`config.mk`:
```
export PLATFORM = sky130hd
export DESIGN_NAME = pwm_fader_flat
export DESIGN_NICKNAME = d
export VERILOG_FILES = /design/src/rtl/pwm_fader_pkg.sv /design/src/rtl/pwm_fader_if.sv /design/src/rtl/ramp_wrap_detect.sv /design/src/rtl/pwm_fader.sv /design/src/flat_wrapper.sv
export SDC_FILE = /design/constraint.sdc
export NUM_CORES = 1
export LEC_CHECK = 0
export CAP_MARGIN = 20
export CORE_MARGIN = 10
export CORE_UTILIZATION = 40
export CTS_CLUSTER_DIAMETER = 120
export DETAILED_ROUTE_END_ITERATION = 7
export DONT_BUFFER_PORTS = 1
export MAX_ROUTING_LAYER = met4
export PLACE_DENSITY = 0.66
export SYNTH_ARGS = -nofsm -noshare
export SYNTH_HDL_FRONTEND = slang
export SYNTH_SLANG_ARGS = --single-unit
```
`constraint.sdc`:
```
create_clock -name clk -period 3.12 [get_ports clk]
set_input_delay 0.624 -clock clk [delete_from_list [all_inputs] [get_ports clk]]
set_output_delay 0.624 -clock clk [all_outputs]
set_load 0.02 [all_outputs]
```
`src/rtl/pwm_fader_pkg.sv`:
```
// Shared definitions for the PWM fader and other consumers of the ramp
// counter.
//   fader_state_t : FSM state encoding (ST_IDLE, ST_FADE)
//   RAMP_UP/DOWN  : counter direction constants used to configure wrap
//                   detection (1 = ramp increments, 0 = ramp decrements)
package pwm_fader_pkg;

    typedef enum logic [0:0] {
        ST_IDLE = 1'b0,
        ST_FADE = 1'b1
    } fader_state_t;

    localparam bit RAMP_UP   = 1'b1;
    localparam bit RAMP_DOWN = 1'b0;

endpackage

```
`src/rtl/pwm_fader_if.sv`:
```
// Target request channel into the PWM fader.
//   target       : requested final duty (SIZE bits)
//   target_valid : requester has a target this cycle
//   target_ready : fader accepts a target this cycle
// Handshake: a transfer happens on a rising clk edge where target_valid and
// target_ready are both high. The requester holds target stable while
// target_valid is high; target_ready never depends on target_valid.
interface pwm_fader_if #(
    parameter int SIZE = 8
) ();

    logic [SIZE-1:0] target;
    logic            target_valid;
    logic            target_ready;

    modport master (
        output target,
        output target_valid,
        input  target_ready
    );

    modport slave (
        input  target,
        input  target_valid,
        output target_ready
    );

endinterface

```
`src/rtl/ramp_wrap_detect.sv`:
```
// Detects the period boundary of a sawtooth counter.
//   clk, rst_n : clock, asynchronous active-low reset
//   ramp       : current counter value
//   wrap       : combinational, high in the cycle the counter has wrapped
// A held value (prescaled counter) is never a wrap; the first sample after
// reset has no predecessor and is never a wrap either.
module ramp_wrap_detect
    import pwm_fader_pkg::*;
#(
    parameter int SIZE = 8,
    parameter bit UP   = RAMP_UP
) (
    input  logic            clk,
    input  logic            rst_n,
    input  logic [SIZE-1:0] ramp,
    output logic            wrap
);

    logic [SIZE-1:0] ramp_q;
    logic            prev_ok;

    always_ff @(posedge clk or negedge rst_n) begin
        if (!rst_n) begin
            ramp_q  <= '0;
            prev_ok <= 1'b0;
        end else begin
            ramp_q  <= ramp;
            prev_ok <= 1'b1;
        end
    end

    // Strict comparison: equal consecutive values are a hold, not a wrap.
    assign wrap = prev_ok && (UP ? (ramp < ramp_q) : (ramp > ramp_q));

endmodule

```
`src/rtl/pwm_fader.sv`:
```
// PWM generator whose duty fades toward a requested target by STEP once per
// PWM period. Duty only changes at a detected counter wrap, so every period
// runs to completion with a single duty value.
//   clk, rst_n   : clock, asynchronous active-low reset
//   ramp         : sawtooth value from the upstream counter
//   tgt_if       : target request channel (slave side)
//   pwm          : registered PWM output, lags ramp by one cycle
//   duty         : currently applied duty
//   period_start : one-cycle pulse aligned with the first pwm of a period
//   done         : one-cycle pulse when duty reaches the target
//   state        : FSM state, exported for observation
module pwm_fader
    import pwm_fader_pkg::*;
#(
    parameter int SIZE = 8,
    parameter bit UP   = RAMP_UP,
    parameter int STEP = 1
) (
    input  logic            clk,
    input  logic            rst_n,
    input  logic [SIZE-1:0] ramp,
    pwm_fader_if.slave      tgt_if,
    output logic            pwm,
    output logic [SIZE-1:0] duty,
    output logic            period_start,
    output logic            done,
    output fader_state_t    state
);

    localparam logic [SIZE-1:0] STEP_N = SIZE'(STEP);
    localparam logic [SIZE:0]   STEP_W = (SIZE + 1)'(STEP);

    logic            wrap;
    logic            xfer;
    logic            tgt_above;
    logic [SIZE-1:0] tgt_q;
    logic [SIZE:0]   diff;

    ramp_wrap_detect #(
        .SIZE (SIZE),
        .UP   (UP)
    ) u_wrap (
        .clk   (clk),
        .rst_n (rst_n),
        .ramp  (ramp),
        .wrap  (wrap)
    );

    // Ready stays low through the done cycle so a new request is taken only
    // once the completed fade has been reported.
    assign tgt_if.target_ready = (state == ST_IDLE) && !done;
    assign xfer                = tgt_if.target_valid && tgt_if.target_ready;

    // Distance to target in SIZE+1 bits; when it exceeds STEP, moving by
    // STEP cannot overshoot the target or leave the 0..2^SIZE-1 range.
    assign tgt_above = tgt_q > duty;
    assign diff      = tgt_above ? ({1'b0, tgt_q} - {1'b0, duty})
                                 : ({1'b0, duty} - {1'b0, tgt_q});

    always_ff @(posedge clk or negedge rst_n) begin
        if (!rst_n) begin
            state        <= ST_IDLE;
            duty         <= '0;
            tgt_q        <= '0;
            pwm          <= 1'b0;
            period_start <= 1'b0;
            done         <= 1'b0;
        end else begin
            // Compare uses the duty held before any update at this edge.
            pwm          <= (ramp < duty);
            period_start <= wrap;
            done         <= 1'b0;
            case (state)
                ST_IDLE: begin
                    // A wrap coinciding with the transfer does not move duty;
                    // the fade begins at the next wrap.
                    if (xfer) begin
                        tgt_q <= tgt_if.target;
                        if (tgt_if.target != duty) begin
                            state <= ST_FADE;
                        end else begin
                            done <= 1'b1;
                        end
                    end
                end
                ST_FADE: begin
                    if (wrap) begin
                        if (diff <= STEP_W) begin
                            duty  <= tgt_q;
                            done  <= 1'b1;
                            state <= ST_IDLE;
                        end else if (tgt_above) begin
                            duty <= duty + STEP_N;
                        end else begin
                            duty <= duty - STEP_N;
                        end
                    end
                end
            endcase
        end
    end

endmodule

```
`src/flat_wrapper.sv`:
```
// flat-port wrapper written by rule: the top's interface ports become plain ports
module pwm_fader_flat import pwm_fader_pkg::*;
#(
    parameter int SIZE = 8,
    parameter bit UP   = RAMP_UP,
    parameter int STEP = 1
)
  (clk, rst_n, ramp, pwm, duty, period_start, done, state, tgt_if_target, tgt_if_target_valid, tgt_if_target_ready);
  pwm_fader_if #(.SIZE(SIZE)) tgt_if_i ();
  input  logic clk;
  input  logic rst_n;
  input  logic [SIZE-1:0] ramp;
  output logic pwm;
  output logic [SIZE-1:0] duty;
  output logic period_start;
  output logic done;
  output fader_state_t state;
  input wire logic [$bits(tgt_if_i.target)-1:0] tgt_if_target;
  input wire logic [$bits(tgt_if_i.target_valid)-1:0] tgt_if_target_valid;
  output wire logic [$bits(tgt_if_i.target_ready)-1:0] tgt_if_target_ready;
  assign tgt_if_i.target = tgt_if_target;
  assign tgt_if_i.target_valid = tgt_if_target_valid;
  assign tgt_if_target_ready = tgt_if_i.target_ready;
  pwm_fader #(.SIZE(SIZE), .UP(UP), .STEP(STEP)) u_core (.clk(clk), .rst_n(rst_n), .ramp(ramp), .tgt_if(tgt_if_i), .pwm(pwm), .duty(duty), .period_start(period_start), .done(done), .state(state));
endmodule
```
* Yosys cells after proc, flatten, opt, wreduce, memory -nomap -nowiden
Index checks and enable logic that the tools add are counted.
** Word-level totals
- Bits in registers :: 29
- Input port bits :: 19
- Output and inout port bits :: 13
** Operators by class
- $add $sub $neg :: 4
- Magnitude comparators :: 4
- Eq/ne operators :: 1
- Muxes and demuxes :: 13
- Bitwise logic cells :: 1
- Reduce and logical (&&, ||, !) cells :: 6
** Operators with widths (count)
- $sub A8 B8 Y9 :: 2
- $lt A8 B8 Y1 :: 2
- $mux W8 :: 2
- $le A9 B1 Y1 const B :: 1
- $mux W9 :: 1
- $add A8 B1 Y8 const B :: 1
- $gt A8 B8 Y1 :: 1
- $mux W1 :: 8
- $ne A8 B8 Y1 :: 1
- $sub A8 B1 Y8 const B :: 1
- $pmux W1 S2 :: 2
- $reduce_and A2 Y1 :: 2
- $logic_and A1 B1 Y1 :: 3
- $logic_not A1 Y1 :: 1
- $not A1 Y1 :: 1

* Logic depth before layout (Yosys ltp)
Gate-level depths: netlist of the first run.
- Word-level depth :: 6
- Mapped depth :: 17
- Gate-level depth less buffers :: 16

* Modules after synthesis
Synthesis of the first run repeated with hierarchy kept, for this count alone.
** Second synthesis, totals
- Cell total of the unflattened synthesis :: 280
- Area total of the unflattened synthesis :: 2544.9 um2
** By module, submodules not included
- pwm_fader :: instances 1, cells each 244, area each 2132.0 um2, sequential area each 500.5 um2
- ramp_wrap_detect :: instances 1, cells each 36, area each 412.9 um2, sequential area each 225.2 um2

* Worst setup path after synthesis of the first run
No wires, ideal clock.
- Kind :: register to register
- From :: register u_core.duty[1]
- To :: register u_core.duty[7]
- Arrival :: 3.290 ns
- Data required time :: 2.999 ns
- Path slack :: -0.291 ns
- Stages on the path, launching flop included :: 16
- Path buffers :: 0
- Clock period less this slack :: 3.411 ns
- Cell sequence :: dfrtp_1 > inv_1 > ha_1 > nor2b_1 > o31a_1 > o22ai_1 > o21ai_0 > inv_1 > ha_1 > a21o_1 > a211oi_1 > o21ai_0 > o211ai_1 > xnor2_1 > a21oi_1 > o22a_1
** On the way
- Longest elaborated chain between the ends :: 4
** RTL lines
- start, declared :: RTL line pwm_fader.sv:24 : output logic [SIZE-1:0] duty,
- start signal, assigned :: RTL line pwm_fader.sv:89 : duty <= tgt_q;
- start signal, assigned :: RTL line pwm_fader.sv:93 : duty <= duty + STEP_N;
- start signal, assigned :: RTL line pwm_fader.sv:95 : duty <= duty - STEP_N;
- $sub A8 B8 Y9, or another cell as far along :: RTL line pwm_fader.sv:58 : : ({1'b0, duty} - {1'b0, tgt_q});
- $mux W9 :: RTL line pwm_fader.sv:57 : assign diff = tgt_above ? ({1'b0, tgt_q} - {1'b0, duty})
- $le A9 B1 Y1 :: RTL line pwm_fader.sv:88 : if (diff <= STEP_W) begin
- $mux W8 * :: RTL line pwm_fader.sv:88
Every way passes the cells marked *; elsewhere a longest branch is shown, timed or not.
A chain may end at the register's enable or synchronous reset.

* Worst setup path in the final report of the first run
- From :: register u_core.tgt_q[0]
- To :: register u_core.duty[7]
** On the way
- Longest elaborated chain between the ends :: 4
** RTL lines
- start, declared :: RTL line pwm_fader.sv:36 : logic [SIZE-1:0] tgt_q;
- start signal, assigned :: RTL line pwm_fader.sv:78 : tgt_q <= tgt_if.target;
- $sub A8 B8 Y9, or another cell as far along :: RTL line pwm_fader.sv:58
- $mux W9 :: RTL line pwm_fader.sv:57
- $le A9 B1 Y1 :: RTL line pwm_fader.sv:88
- $mux W8 * :: RTL line pwm_fader.sv:88
Marked as above.

==> impl_metrics.env, run 1 <==
export IMPL_viasPerCell=5.586
export IMPL_io_buffers=0
export IMPL_insertion_delay_ns=0.29
export IMPL_cts_hold_buffers=0
export IMPL_crit_path_frequent_cell="inv_1"
export IMPL_finalSetupViolCount=0
export IMPL_hold_class="input port to async pin"
export IMPL_tightest_slew_ns=0.5556
export IMPL_drtIter0Drc=148
export IMPL_max_slew_margin_rel_pct=62.96
export IMPL_place_area_um2=2803
export IMPL_required_ns=3.30
export IMPL_htree_levels=2
export IMPL_syn_to_final_growth_pct=20.49
export IMPL_synthFlopType="dfrtp_1"
export IMPL_synthTopCellsByCount="ha_1, inv_1, dfrtp_1"
export IMPL_initial_core_util_pct=40.82
export IMPL_fin_setup_tns_ns=0
export IMPL_crit_path_top_delay_cell="dfrtp_1"
export IMPL_synth_cell_area_um2=2577
export IMPL_fin_nets=370
export IMPL_die_area_um2=10050
export IMPL_drive_gt1_share_pct=23.08
export IMPL_post_drt_wl_per_cell_um=17.76
export IMPL_hold_violations=0
export IMPL_cts_max_path_buffers=2
export IMPL_fp_dieW_um=100.3
export IMPL_place_congestion=0.9193
export IMPL_ys_ff_latch=29
export IMPL_synth_edf_count=0
export IMPL_io_pin_count=32
export IMPL_crit_fanout=13
export IMPL_ys_types=51
export IMPL_regArea_um2=733.2
export IMPL_yosys_area_top_type="dfrtp_1"
export IMPL_n_fill_cell=588
export IMPL_max_cap_viol_count=0
export IMPL_async_reset_ff_share_pct=100.0
export IMPL_grt_setup_unrepaired="true"
export IMPL_fin_crit_sh_pct=98.20
export IMPL_max_stage_delay_ns=0.41
export IMPL_clk_pin_slew_ns=0.06
export IMPL_netlist_instances=288
export IMPL_dr_pass1_iters=4
export IMPL_cts_buffers=5
export IMPL_via_count=2173
export IMPL_yosys_area_top_type_share_pct=28.16
export IMPL_slew_viol_final=0
export IMPL_synth_net_count=346
export IMPL_ant_nets=0
export IMPL_setup_worst_path_start_class="flip-flop"
export IMPL_core_area_um2=6314
export IMPL_path_class="flip-flop to flip-flop"
export IMPL_grt_util_all_layers_pct=14.12
export IMPL_cts_root_buf="clkbuf_8"
export IMPL_yosysSeqAreaShare_pct=28.16
export IMPL_first_global_vias=2214
export IMPL_path_cells="inv_1 > ha_2 > inv_1 > fa_1 > xnor2_1 > o311ai_0 > or3_1 > a2111oi_2 > o2111ai_1 > o31a_4 > mux2i_1 > o22a_1"
export IMPL_avgSynthCellArea_um2=8.950
export IMPL_cts_tree="yes"
export IMPL_clock_sinks=29
export IMPL_grt_pass1_wl_mm=11.16
export IMPL_arrival_ns=3.24
export IMPL_grt_overflow=0
export IMPL_rows=29
export IMPL_wirelength_mm=6.908
export IMPL_antenna_found_initial=0
export IMPL_synth_top_cells_by_area="dfrtp_1, ha_1, xnor2_1"
export IMPL_fin_area_um2=3105
export IMPL_multiInputGateArea_um2=1849
export IMPL_max_freq_mhz=326.4
export IMPL_grt_max_degree=30
export IMPL_skew_ns=0.005879
export IMPL_dieHeight_um=100.3
export IMPL_critical_path_endpoint_type="flip-flop"
export IMPL_fin_crit_ns=3.064
export IMPL_drc=0
export IMPL_yosysMostFrequentCell="ha_1"
export IMPL_dp_hpwl_mm=5.317
export IMPL_num_antenna_cells=0
export IMPL_outcome="finished clean"
export IMPL_yosysWarnings=0
==> worst paths after layout <==
| check | start | end | slack (ns) | cells past startpoint |
|---|---|---|---|---|
| min in group clk | ramp[7] | u_core.u_wrap.ramp_q[7]$_DFF_PN0_ | 0.36 | 0 |
| max reg2reg | u_core.tgt_q[0]$_DFFE_PN0P_ | u_core.duty[7]$_DFFE_PN0P_ | 0.06 | 12 |
| min reg2reg | u_core.tgt_q[6]$_DFFE_PN0P_ | u_core.duty[6]$_DFFE_PN0P_ | 0.60 | 2 |
| max in group asynchronous | rst_n | u_core.duty[5]$_DFFE_PN0P_ | 3.01 | 0 |
| min | rst_n | u_core.u_wrap.ramp_q[7]$_DFF_PN0_ | 0.02 | 0 |
| max | u_core.tgt_q[0]$_DFFE_PN0P_ | u_core.duty[7]$_DFFE_PN0P_ | 0.06 | 12 |
==> cell type report <==
class | instances | area share, %
clock buffer | 6 | 2.659
clock inverter | 1 | 0.2417
inverter | 34 | 4.190
multi-input combinational | 215 | 59.55
sequential | 29 | 23.61
tap | 77 | 3.102
timing repair buffer | 27 | 6.648
==> placed cells by master (no fill, tap or decap), types with 5 or more instances in the layout <==
cell type,count
dfrtp_1,23
a21oi_1,13
clkbuf_8,6
inv_1,31
dfrtp_2,6
nor2_1,8
xnor2_1,14
o21ai_0,18
o21ai_1,7
mux2i_1,6
ha_1,25
a21o_1,12
nand4_1,6
nand2b_1,5
buf_4,26
nand2_1,23
ha_4,10
==> kinds of logic after synthesis <==
logic type | share of synthesized area, %
flip-flops | 28.16
XOR/XNOR | 6.117
AND/OR/NAND/NOR | 12.43
buffers and inverters | 7.621
other | 0.1455
AO/OA/AOI/OAI | 23.40
adder cells (fa/ha/maj) | 19.81
multiplexers | 2.330
==> flip-flops by register name (all words and copies together) (netlist names) <==
signal	count
u_core.done	1
u_core.duty	8
u_core.period_start	1
u_core.pwm	1
u_core.state	1
u_core.tgt_q	8
u_core.u_wrap.prev_ok	1
u_core.u_wrap.ramp_q	8
==> layer usage <==
metal  track usage, %  vias to the layer above  wire, um  share of wire, %
met5                -                        -         0                 0
met4            5.326                        0       147               2.1
met3            3.503                       16       363               5.3
met2            22.75                       45      3463                50
met1            16.60                     1049      2933                42
li1                 -                     1063         -                 -
==> worst max-delay path: cells and delay by family (launching register included) <==
family / cells / cell delay [ns]
AO/OA/AOI/OAI: 5 / 1.06
adder cells (fa/ha/maj): 2 / 0.62
flip-flops: 1 / 0.41
AND/OR/NAND/NOR: 1 / 0.34
buffers and inverters: 2 / 0.19
XOR/XNOR: 1 / 0.19
multiplexers: 1 / 0.15
==> through the flow <==
stage               instances  hold WS [ns]  utilization, %  setup slack (ns)
detailed placement        379        0.3292           44.39          -0.02165
floorplan                 288        0.3284               -           0.02054
finish                    389       0.02333           49.19           0.05603
global placement          379        0.3292           44.39         0.0005669
global route              389       0.01334           49.19           -0.1510
CTS                       386       0.01616           45.88          0.001798
==> what timing repair did <==
item,4_1_cts,5_1_grt
setup buffers,0,3
resized for setup,1,30
endpoints found under the hold margin,0,0
pin swaps,0,14
setup endpoints to repair,2,9
Power of run 1 is left out: the tool's default activity adds up to more than one toggle a clock period on the data nets, which glitch-free logic cannot reach.
==> run 2, diff against run 1 <==
ABC_AREA = 1   (was default)
==> impl_metrics.env, run 2 <==
export IMPL_hold_violations=0
export IMPL_hold_class="input port to async pin"
export IMPL_yosysMostFrequentCell="nand2_1"
export IMPL_fin_setup_tns_ns=0
export IMPL_fin_crit_sh_pct=90.43
export IMPL_drc=0
export IMPL_clock_sinks=29
export IMPL_final_cell_mix="nand2_1, inv_1, nand3_1"
export IMPL_max_freq_mhz=354.4
export IMPL_grt_pass1_wl_mm=11.36
export IMPL_yosys_area_top_type_share_pct=27.63
export IMPL_grt_max_degree=30
export IMPL_yosysSeqAreaShare_pct=27.63
export IMPL_viasPerCell=5.070
export IMPL_setup_worst_path_start_class="flip-flop"
export IMPL_path_class="flip-flop to flip-flop"
export IMPL_regToRegEndpoint="u_core.duty[5]$_DFFE_PN0P_"
export IMPL_required_ns=3.29
export IMPL_synth_top_cells_by_area="dfrtp_1, ha_1, nand2_1"
export IMPL_ys_ff_latch=29
export IMPL_ant_nets=0
export IMPL_skew_ns=0.003549
export IMPL_critical_path_endpoint_type="flip-flop"
export IMPL_core_area_um2=6350
export IMPL_arrival_ns=2.99
export IMPL_wirelength_mm=6.582
export IMPL_async_reset_ff_share_pct=100.0
export IMPL_synthFlopType="dfrtp_1"
export IMPL_max_cap_viol_count=0
export IMPL_reg_top3="u_core.duty (8), u_core.tgt_q (8), u_core.u_wrap.ramp_q (8)"
export IMPL_cts_buffers=5
export IMPL_rr_startpoint="u_core.duty[2]$_DFFE_PN0P_"
export IMPL_fp_dieW_um=101.0
export IMPL_io_buffers=0
export IMPL_grt_setup_unrepaired="false"
export IMPL_fin_nets=450
export IMPL_grt_overflow=0
export IMPL_cts_hold_buffers=0
export IMPL_drtIter0Drc=122
export IMPL_insertion_delay_ns=0.28
export IMPL_cts_tree="yes"
export IMPL_tightest_slew_ns=0.5172
export IMPL_synth_net_count=435
export IMPL_finalSetupViolCount=0
export IMPL_antenna_found_initial=0
export IMPL_yosys_area_top_type="dfrtp_1"
export IMPL_syn_to_final_growth_pct=9.957
export IMPL_synthTopCellsByCount="nand2_1, inv_1, ha_1"
export IMPL_postCtsSetupBuffers=0
export IMPL_dr_pass1_iters=5
export IMPL_clk_pin_slew_ns=0.06
export IMPL_post_cts_resized=0
export IMPL_dieHeight_um=101.0
export IMPL_fin_crit_ns=2.821
export IMPL_drive_gt1_share_pct=8.929
export IMPL_cts_max_path_buffers=2
export IMPL_num_antenna_cells=0
export IMPL_io_pin_count=32
export IMPL_reg2reg_depth=19
export IMPL_rows=29
export IMPL_initial_core_util_pct=41.36
export IMPL_netlist_instances=377
export IMPL_ff2ff_setup_slack_ns=0.30
export IMPL_layout_commonest_cell="nand2_1"
export IMPL_place_congestion=0.9036
export IMPL_max_slew_margin_rel_pct=65.40
export IMPL_htree_levels=2
export IMPL_grt_util_all_layers_pct=14.17
export IMPL_slew_viol_final=0
export IMPL_synth_cell_area_um2=2626
export IMPL_synth_edf_count=0
export IMPL_crit_fanout=10
export IMPL_outcome="finished clean"
export IMPL_first_global_vias=2346
export IMPL_dp_hpwl_mm=5.406
export IMPL_yosysWarnings=0
export IMPL_via_count=2378
export IMPL_post_drt_wl_per_cell_um=14.03
export IMPL_die_area_um2=10210
export IMPL_n_fill_cell=655
export IMPL_cts_root_buf="clkbuf_8"
export IMPL_avgSynthCellArea_um2=6.966
export IMPL_ys_types=26
[run 2: final cells by class]
| cell class | instances | area (um2) | area share [%] |
|---|---|---|---|
| Timing Repair Buffer | 11 | 82.58 | 2.860 |
| Multi-Input combinational cell | 282 | 1660 | 57.50 |
| Sequential cell | 29 | 725.7 | 25.13 |
| Inverter | 63 | 236.5 | 8.189 |
| Tap cell | 77 | 96.34 | 3.336 |
| Clock buffer | 7 | 86.33 | 2.990 |
[run 2: cells by family after synthesis]
group           count (synthesis)  synth area share [%]
simple gates                  192                 32.02
buf+inv                        66                 9.719
compound gates                 42                 8.385
fa+ha+maj                      39                 19.44
flops                          29                 27.63
xor+xnor                        8                 2.668
other cells                     1                0.1428
[run 2: worst max-delay path: stages (launching register included)]
cell	delay [ns]
dfrtp_1	0.35
inv_1	0.07
ha_1	0.44
nand2_1	0.12
nand2_1	0.09
nand2_1	0.05
nand2_1	0.05
nand2_1	0.04
nand3_1	0.10
nand2_4	0.12
ha_1	0.35
a21oi_1	0.15
nand2_1	0.11
a21oi_1	0.15
nor2_1	0.05
nor2_1	0.11
xor2_1	0.17
nand2_1	0.07
nand3_1	0.06
nand2_1	0.05
[run 2: stage by stage]
stage	instance area (um2)	util (%)	hold WS [ns]	instances	setup slack [ns]
finish	2888	45.48	0.03320	469	0.2985
global route	2888	45.48	0.01446	469	0.02071
CTS	2873	45.24	0.02675	469	0.2486
detailed placement	2786	43.88	0.3293	462	0.2755
global placement	2786	43.88	0.3292	462	0.2591
floorplan	2626	-	0.3284	377	0.2766
[run 2: layer usage]
| layer | track usage, % | vias to the layer above | wire length (um) | share of wire [%] |
|---|---|---|---|---|
| met1 | 17.28 | 1091 | 3089 | 47 |
| met5 | - | - | 0 | 0 |
| met3 | 4.184 | 9 | 412 | 6.3 |
| li1 | - | 1230 | - | - |
| met2 | 22.16 | 48 | 2999 | 46 |
| met4 | 4.073 | 0 | 80 | 1.2 |
[run 2: worst max-delay path by stage]
stage | from | endpoint | slack [ns] | depth (start not counted)
6_report | u_core.duty[2]$_DFFE_PN0P_ | u_core.duty[5]$_DFFE_PN0P_ | 0.30 | 19
5_1_grt | u_core.duty[4]$_DFFE_PN0P_ | u_core.duty[5]$_DFFE_PN0P_ | 0.02 | 18
4_1_cts | u_core.duty[4]$_DFFE_PN0P_ | u_core.duty[5]$_DFFE_PN0P_ | 0.25 | 18
3_5_place_dp | u_core.duty[4]$_DFFE_PN0P_ | u_core.duty[5]$_DFFE_PN0P_ | 0.28 | 18
3_3_place_gp | u_core.duty[4]$_DFFE_PN0P_ | u_core.duty[5]$_DFFE_PN0P_ | 0.26 | 18
2_1_floorplan | u_core.duty[4]$_DFFE_PN0P_ | u_core.duty[5]$_DFFE_PN0P_ | 0.28 | 17
Power of run 2 is left out for the same reason.
==> run 3, diff against run 2 <==
PLACE_DENSITY = default   (was 0.66)
PLACE_DENSITY_LB_ADDON = 0.25   (was default)
==> impl_metrics.env, run 3 (same netlist as run 2, synthesis figures left out) <==
export IMPL_cts_tree="yes"
export IMPL_required_ns=3.29
export IMPL_fin_crit_ns=2.830
export IMPL_initial_core_util_pct=41.36
export IMPL_drive_gt1_share_pct=9.415
export IMPL_dr_pass1_iters=4
export IMPL_crit_fanout=10
export IMPL_cts_root_buf="clkbuf_8"
export IMPL_place_congestion=0.9670
export IMPL_insertion_delay_ns=0.28
export IMPL_cts_max_path_buffers=2
export IMPL_skew_ns=0.003513
export IMPL_slew_viol_final=0
export IMPL_critical_path_endpoint="u_core.duty[5]$_DFFE_PN0P_"
export IMPL_ff2ff_setup_slack_ns=0.29
export IMPL_dieHeight_um=101.0
export IMPL_max_cap_viol_count=0
export IMPL_fin_setup_tns_ns=0
export IMPL_layout_commonest_cell="nand2_1"
export IMPL_core_area_um2=6350
export IMPL_grt_overflow=0
export IMPL_fin_crit_sh_pct=90.70
export IMPL_via_count=2404
export IMPL_critical_path_endpoint_type="flip-flop"
export IMPL_outcome="finished clean"
export IMPL_grt_pass1_wl_mm=11.44
export IMPL_reg_top3="u_core.duty (8), u_core.tgt_q (8), u_core.u_wrap.ramp_q (8)"
export IMPL_rr_startpoint="u_core.tgt_q[4]$_DFFE_PN0P_"
export IMPL_max_slew_margin_rel_pct=65.21
export IMPL_viasPerCell=5.115
export IMPL_io_buffers=0
export IMPL_final_cell_mix="nand2_1, inv_1, nand3_1"
export IMPL_die_area_um2=10210
export IMPL_startpoint="u_core.tgt_q[4]$_DFFE_PN0P_"
export IMPL_drc=0
export IMPL_io_pin_count=32
export IMPL_arrival_ns=3.00
export IMPL_antenna_found_initial=0
export IMPL_dp_hpwl_mm=5.500
export IMPL_grt_setup_unrepaired="false"
export IMPL_first_global_vias=2333
export IMPL_max_freq_mhz=353.4
export IMPL_post_drt_wl_per_cell_um=14.41
export IMPL_fin_nets=451
export IMPL_rows=29
export IMPL_grt_max_degree=30
export IMPL_finalSetupViolCount=0
export IMPL_setup_worst_path_start_class="flip-flop"
export IMPL_clk_pin_slew_ns=0.06
export IMPL_postCtsSetupBuffers=0
export IMPL_fp_dieW_um=101.0
export IMPL_wirelength_mm=6.772
export IMPL_grt_util_all_layers_pct=14.16
export IMPL_reg2reg_depth=17
export IMPL_hold_violations=0
export IMPL_tightest_slew_ns=0.5205
export IMPL_htree_levels=2
export IMPL_num_antenna_cells=0
export IMPL_cts_buffers=5
export IMPL_syn_to_final_growth_pct=10.34
export IMPL_path_class="flip-flop to flip-flop"
export IMPL_ant_nets=0
export IMPL_clock_sinks=29
export IMPL_hold_class="input port to async pin"
export IMPL_regToRegEndpoint="u_core.duty[5]$_DFFE_PN0P_"
export IMPL_drtIter0Drc=131
-- run 3: cell count changes in the layout (fill, tap and decap cells not counted), sizes merged --
cell / delta
buf: +1
-- run 3: stage by stage --
stage	area, um2	instances	utilization (%)	setup WS (ns)	hold WS [ns]
floorplan	2626	377	-	0.2766	0.3284
global placement	2794	463	44.00	0.2614	0.3292
detailed placement	2794	463	44.00	0.2272	0.3291
CTS	2880	470	45.36	0.2190	0.03173
global route	2898	470	45.64	0.01717	0.01362
finish	2898	470	45.64	0.2902	0.03726
-- run 3: routing by layer --
layer | vias to the layer above | global-route usage, % | share of wire, %
met5 | - | - | 0
met4 | 0 | 2.680 | 0.78
met3 | 6 | 4.321 | 6.9
met2 | 55 | 20.93 | 43
met1 | 1108 | 18.71 | 49
li1 | 1235 | - | -
-- run 3: what timing repair did --
| action | 4_1_cts | 5_1_grt |
|---|---|---|
| endpoints found under the setup margin | 0 | 3 |
| hold buffers | 0 | 0 |
| endpoints found under the hold margin | 0 | 0 |
| resized for setup | 0 | 6 |
-- run 3: final cells by class --
class | instances | area, um2
Fill cell | 657 | 3452
Tap cell | 77 | 96.34
Timing Repair Buffer | 12 | 90.09
Clock buffer | 7 | 86.33
Sequential cell | 29 | 725.7
Inverter | 63 | 236.5
Multi-Input combinational cell | 282 | 1663
-- run 3: worst max-delay path: stages, from the launching register on --
cell and delay [ns]:
dfrtp_1 0.42, ha_2 0.41, nand2_1 0.08, inv_2 0.07
nand2_1 0.06, inv_1 0.10, nand4_1 0.14, nand2_4 0.18
ha_1 0.30, a21oi_1 0.16, nand2_1 0.12, a21oi_1 0.17
nor2_1 0.05, nor2_1 0.11, xor2_1 0.15, nand2_1 0.07
nand3_1 0.06, nand2_1 0.05
-- run 3: worst min-delay path by stage --
| stage | from | end | depth (start not counted) |
|---|---|---|---|
| final | rst_n | u_core.u_wrap.ramp_q[7]$_DFF_PN0_ | 0 |
| after global routing | rst_n | u_core.u_wrap.ramp_q[7]$_DFF_PN0_ | 0 |
| after CTS | rst_n | u_core.done$_DFF_PN0_ | 0 |
| after detailed placement | rst_n | u_core.u_wrap.ramp_q[7]$_DFF_PN0_ | 0 |
| after global placement | rst_n | u_core.u_wrap.ramp_q[6]$_DFF_PN0_ | 0 |
| after floorplan | rst_n | u_core.done$_DFF_PN0_ | 0 |
Power of run 3 is left out for the same reason.
